**src/rtl/wb_port_arbiter.sv**
```systemverilog
// Writeback port arbiter: NREQ one-entry holding buffers feed the single register-file write port.
// Default is round-robin grant; define WB_ARB_FIXED_PRIO_EN for fixed lowest-index-first priority.
module wb_port_arbiter #(
    parameter int NREQ   = 3,
    parameter int DATA_W = 64,
    parameter int REG_W  = 5
) (
    input  logic                       clk,
    input  logic                       reset,
    input  logic [NREQ-1:0]            iwa_req_valid,
    input  logic [NREQ*REG_W-1:0]      iwa_req_reg,
    input  logic [NREQ*DATA_W-1:0]     iwa_req_data,
    output logic [NREQ-1:0]            owa_req_ready,
    input  logic                       iwa_flush,
    output logic                       owa_write_the_register,
    output logic [REG_W-1:0]           owa_write_reg_num,
    output logic [DATA_W-1:0]          owa_write_data,
    output logic [$clog2(NREQ+1)-1:0]  owa_pending
);

    localparam int IDX_W = (NREQ > 1) ? $clog2(NREQ) : 1;
    localparam int CNT_W = $clog2(NREQ+1);

    logic [NREQ-1:0]   full;
    logic [NREQ-1:0]   grant;
    logic [NREQ-1:0]   xfer;
    logic [IDX_W-1:0]  grant_idx;
    logic              grant_any;
    logic [REG_W-1:0]  hold_reg  [NREQ];
    logic [DATA_W-1:0] hold_data [NREQ];
    logic [CNT_W-1:0]  pending_cnt;

`ifdef WB_ARB_FIXED_PRIO_EN
    always_comb begin
        grant     = '0;
        grant_idx = '0;
        grant_any = 1'b0;
        for (int i = NREQ - 1; i >= 0; i--) begin
            if (full[i]) begin
                grant_any = 1'b1;
                grant_idx = IDX_W'(i);
            end
        end
        if (grant_any) grant[grant_idx] = 1'b1;
    end
`else
    logic [IDX_W-1:0] ptr;
    logic [IDX_W-1:0] ptr_next;
    logic [IDX_W:0]   cand;

    // Scan from the pointer upward with wraparound; the first full buffer wins.
    always_comb begin
        grant     = '0;
        grant_idx = '0;
        grant_any = 1'b0;
        cand      = '0;
        for (int k = 0; k < NREQ; k++) begin
            cand = {1'b0, ptr} + (IDX_W+1)'(k);
            if (cand >= (IDX_W+1)'(NREQ)) cand = cand - (IDX_W+1)'(NREQ);
            if (!grant_any && full[cand[IDX_W-1:0]]) begin
                grant_any = 1'b1;
                grant_idx = cand[IDX_W-1:0];
            end
        end
        if (grant_any) grant[grant_idx] = 1'b1;
    end

    always_comb begin
        ptr_next = ptr;
        if (grant_any) begin
            ptr_next = (grant_idx == IDX_W'(NREQ - 1)) ? '0 : grant_idx + IDX_W'(1);
        end
    end

    always_ff @(posedge clk or negedge reset) begin
        if (!reset)          ptr <= '0;
        else if (!iwa_flush) ptr <= ptr_next;
    end
`endif

    // Handshake: a write transfers on a rising edge when iwa_req_valid[i] and owa_req_ready[i]
    // are both high. Ready depends only on buffer state, the grant and flush, never on valid.
    assign owa_req_ready = (~full | grant) & {NREQ{~iwa_flush}};
    assign xfer          = iwa_req_valid & owa_req_ready;

    always_comb begin
        pending_cnt = '0;
        for (int i = 0; i < NREQ; i++) pending_cnt = pending_cnt + CNT_W'(full[i]);
    end
    assign owa_pending = pending_cnt;

    always_ff @(posedge clk or negedge reset) begin
        if (!reset) begin
            full                   <= '0;
            owa_write_the_register <= 1'b0;
            owa_write_reg_num      <= '0;
            owa_write_data         <= '0;
            for (int i = 0; i < NREQ; i++) begin
                hold_reg[i]  <= '0;
                hold_data[i] <= '0;
            end
        end else if (iwa_flush) begin
            full                   <= '0;
            owa_write_the_register <= 1'b0;
        end else begin
            for (int i = 0; i < NREQ; i++) begin
                if (xfer[i]) begin
                    hold_reg[i]  <= iwa_req_reg[i*REG_W +: REG_W];
                    hold_data[i] <= iwa_req_data[i*DATA_W +: DATA_W];
                    full[i]      <= 1'b1;
                end else if (grant[i]) begin
                    full[i] <= 1'b0;
                end
            end
            // Register 0 entries are consumed without raising the strobe.
            if (grant_any) begin
                owa_write_the_register <= (hold_reg[grant_idx] != '0);
                owa_write_reg_num      <= hold_reg[grant_idx];
                owa_write_data         <= hold_data[grant_idx];
            end else begin
                owa_write_the_register <= 1'b0;
            end
        end
    end

endmodule
```
**config.mk**
```make
export PLATFORM = sky130hd
export DESIGN_NAME = wb_port_arbiter
export DESIGN_NICKNAME = d
export VERILOG_FILES = /design/src/rtl/wb_port_arbiter.sv
export SDC_FILE = /design/constraint.sdc
export NUM_CORES = 1
export LEC_CHECK = 0
export CORE_ASPECT_RATIO = 1.4
export CORE_MARGIN = 2
export CORE_UTILIZATION = 35
export CTS_BUF_LIST = sky130_fd_sc_hd__clkbuf_8
export DETAILED_ROUTE_END_ITERATION = 7
export GPL_ROUTABILITY_DRIVEN = 0
export GPL_TIMING_DRIVEN = 0
export PLACE_DENSITY = 0.68
export SLEW_MARGIN = 40
export SYNTH_ARGS = -nofsm -noshare
export SYNTH_HDL_FRONTEND = slang
export SYNTH_SLANG_ARGS = --single-unit
```
**constraint.sdc**
```tcl
create_clock -name clk -period 3.3 [get_ports clk]
set_clock_uncertainty 0.05 [all_clocks]
set_input_delay 0.66 -clock clk [delete_from_list [all_inputs] [get_ports clk]]
set_output_delay 0.66 -clock clk [all_outputs]
set_load 0.01 [all_outputs]
```
==> qor.csv <==
metric,value,unit
status,finished with violations,
violations,negative setup slack,
worst_setup_path_end_kind,output port,
dp_hpwl,25400,um
synthCells,882,
drc,0,
maxCapViolCount,0,
placed_cell_area,15100,um^2
rows,78,
die_w,158,um
port_buffers,286,
ir_drop,384,uV
via_per_inst,5.04,
antenna_left,0,
period_share,107,%
syn-num-nets,1100,
root_buffer,clkbuf_8,
clk_path_buf_depth,3,
cts_buffers,46,
ys_seq_area_share,60.7,%
drt_iter0_drc,389,
rsz0062_at_grt,yes,
cts_tree,built,
layout.cells.non_filler,1731,
htreeDepth,2,
first_pass_iters,4,
r2r-start,ptr[1],
die-area,34700,um^2
overflow,0,
grt_pass1_vias,9171,
grt_pass1_wl,54400,um
synth_edf_count,0,
final_util,52.0,%
grt_max_degree,77,
nets,1466,
layout_setup_ws,-0.238,ns
maxSlewHeadroom,46.5,%
cp_max_fo,4,
drive_gt1_share,29.2,%
switching_share,35.7,%
worst_slew_pin_slew,0.802,ns
p_int,10.6,mW
syn_area,11600,um^2
required,2.59,ns
setup_violations,50,
vias,8717,
clkSinkCount,282,
die_y,220,um
ios,288,
start_util,35.6,%
start_kind,register,
leakage,7.26,nW
maxSlewViolCount,0,
insertion_delay,0.57,ns
seq_power_share,35.4,%
dp.cells,1612,
period_needed,3.54,ns
avgRoutedWirePerCell,21.8,um
clk_pin_slew,0.07,ns
antenna_found_initial,11,
synthArstFlopShare,100,%
powerDensity,972,nW/um^2
synthDistinctLibCells,40,
power_switching,5.88,mW
final_area,17000,um^2
dp_slack,-0.683,ns
largest_register_ffs,192,
yosysWarnings,0,
synth_ff_type,dfrtp_1,
pwr-share-clk,19.5,%
track_usage,21.0,%
hold_violations,0,
wirelength,37700,um
power_frac_comb,45.1,%
cp-startpoint,ptr[0],
crit_arrival,2.83,ns
timing.fmax,0.283,GHz
avgSynthCellArea,13.2,um^2
coreArea,32600,um^2
ys_seq_elements,282,
critPathKind,reg -> out,
min_path_type,in -> async,
syn2layout_area_growth,46.0,%
[synthesized netlist by cell type (all sizes together) (2+ instances only)]
library cell	instances	area, um^2
ha	4	50.1
dfrtp	282	7060
inv	3	11.3
buf	21	101
nor3	2	10.0
a21boi	2	15.0
mux2	208	2340
nor2b	2	12.5
nor2	18	67.6
a22oi	8	60.1
clkbuf	41	154
or2	2	12.5
o31a	2	17.5
nand2b	2	12.5
nand2	102	383
o21ai	65	325
nor3b	2	25.0
a22o	27	236
a21o	2	15.0
mux2i	4	40.0
a21oi	30	150
a221o	40	400
[per-layer routing]
layer  wire [um]  track usage [%]  up-vias
li1            -                -     3932
met5          29                0        -
met4        1370             9.58        4
met2       19400             36.4      275
met3        2140             4.25       78
met1       14700             25.0     4428
[area by class of cell]
cell class	count	area, um^2
tap	440	551
inverter	3	11.3
antenna	10	25.0
buffer	61	397
sequential	282	7060
multi-input combinational	535	4630
clock buffer	61	840
clock inverter	20	138
timing repair buffer	319	3310
fill	2901	15600
[stage by stage]
stage	power, mW	hold WS, ns	TNS [ns]
after CTS	16.0	0.358	-0.392
final	16.5	0.415	-1.30
after detailed placement	12.5	0.390	-77.86
after global placement	12.3	0.412	-3074.12
after global routing	17.6	0.385	-12.93
after floorplan	9.56	0.314	0
[worst max-delay path: stages, from the launching register on]
cell      delay, ns
dfrtp_2        0.43
inv_2          0.09
ha_4           0.22
nor4bb_4       0.26
a31oi_1        0.06
or3_1          0.41
o311a_4        0.15
o31a_1         0.38
nor2_1         0.11
buf_2          0.15
[cell usage in the layout (no fill, tap or decap), types with 6 or more instances in the layout]
cell type / Yosys / routed
dfrtp_1: 282 / 280
clkbuf_8: 0 / 61
clkdlybuf4s50_1: 0 / 282
a22o_1: 27 / 27
nand2_1: 102 / 101
diode_2: 0 / 10
buf_2: 9 / 6
inv_1: 3 / 11
clkinv_2: 0 / 8
clkbuf_2: 0 / 21
buf_4: 1 / 20
mux2_4: 0 / 57
a221o_1: 40 / 40
a21oi_1: 30 / 30
buf_1: 10 / 7
buf_12: 0 / 9
o21ai_0: 64 / 64
a22oi_1: 8 / 8
nor2_1: 18 / 17
clkbuf_1: 41 / 16
mux2_2: 198 / 151
[path summary, 6_finish.rpt]
check,endpoint,slack (ns),cells after the start
max,owa_req_ready[0],-0.24,9
max reg2reg,owa_write_reg_num[2],-0.06,12
max in group asynchronous,hold_data[34],1.13,6
min in group clk,owa_write_data[24],0.43,2
min,hold_data[185],0.42,2
min reg2reg,owa_write_data[24],0.43,2
[cells by family after synthesis]
family / synth area share [%]
DFF: 60.7
and+or+nand+nor: 4.78
muxes: 20.5
buffers and inverters: 2.29
AOI/OAI and AO/OA: 11.1
adders and majority gates: 0.603
[power by group through the flow]
stage / combinational, mW / sequential, mW / clock [mW]
2_1_floorplan: 3.73 / 5.82 / 0
3_3_place_gp: 6.51 / 5.81 / 0
3_5_place_dp: 6.65 / 5.86 / 0
4_1_cts: 6.91 / 5.81 / 3.31
5_1_grt: 8.10 / 6.01 / 3.46
6_report: 7.43 / 5.84 / 3.22
[timing repair]
action | CTS | global route
gates cloned | 0 | 4
endpoints found under the setup margin | 213 | 213
pin swaps | 5 | 7
endpoints found under the hold margin | 2 | 0
hold buffers | 1 | 0
gates resized for setup | 50 | 137
buffers inserted | 7 | 17
Note: power is estimated with default switching activity, not from simulation.
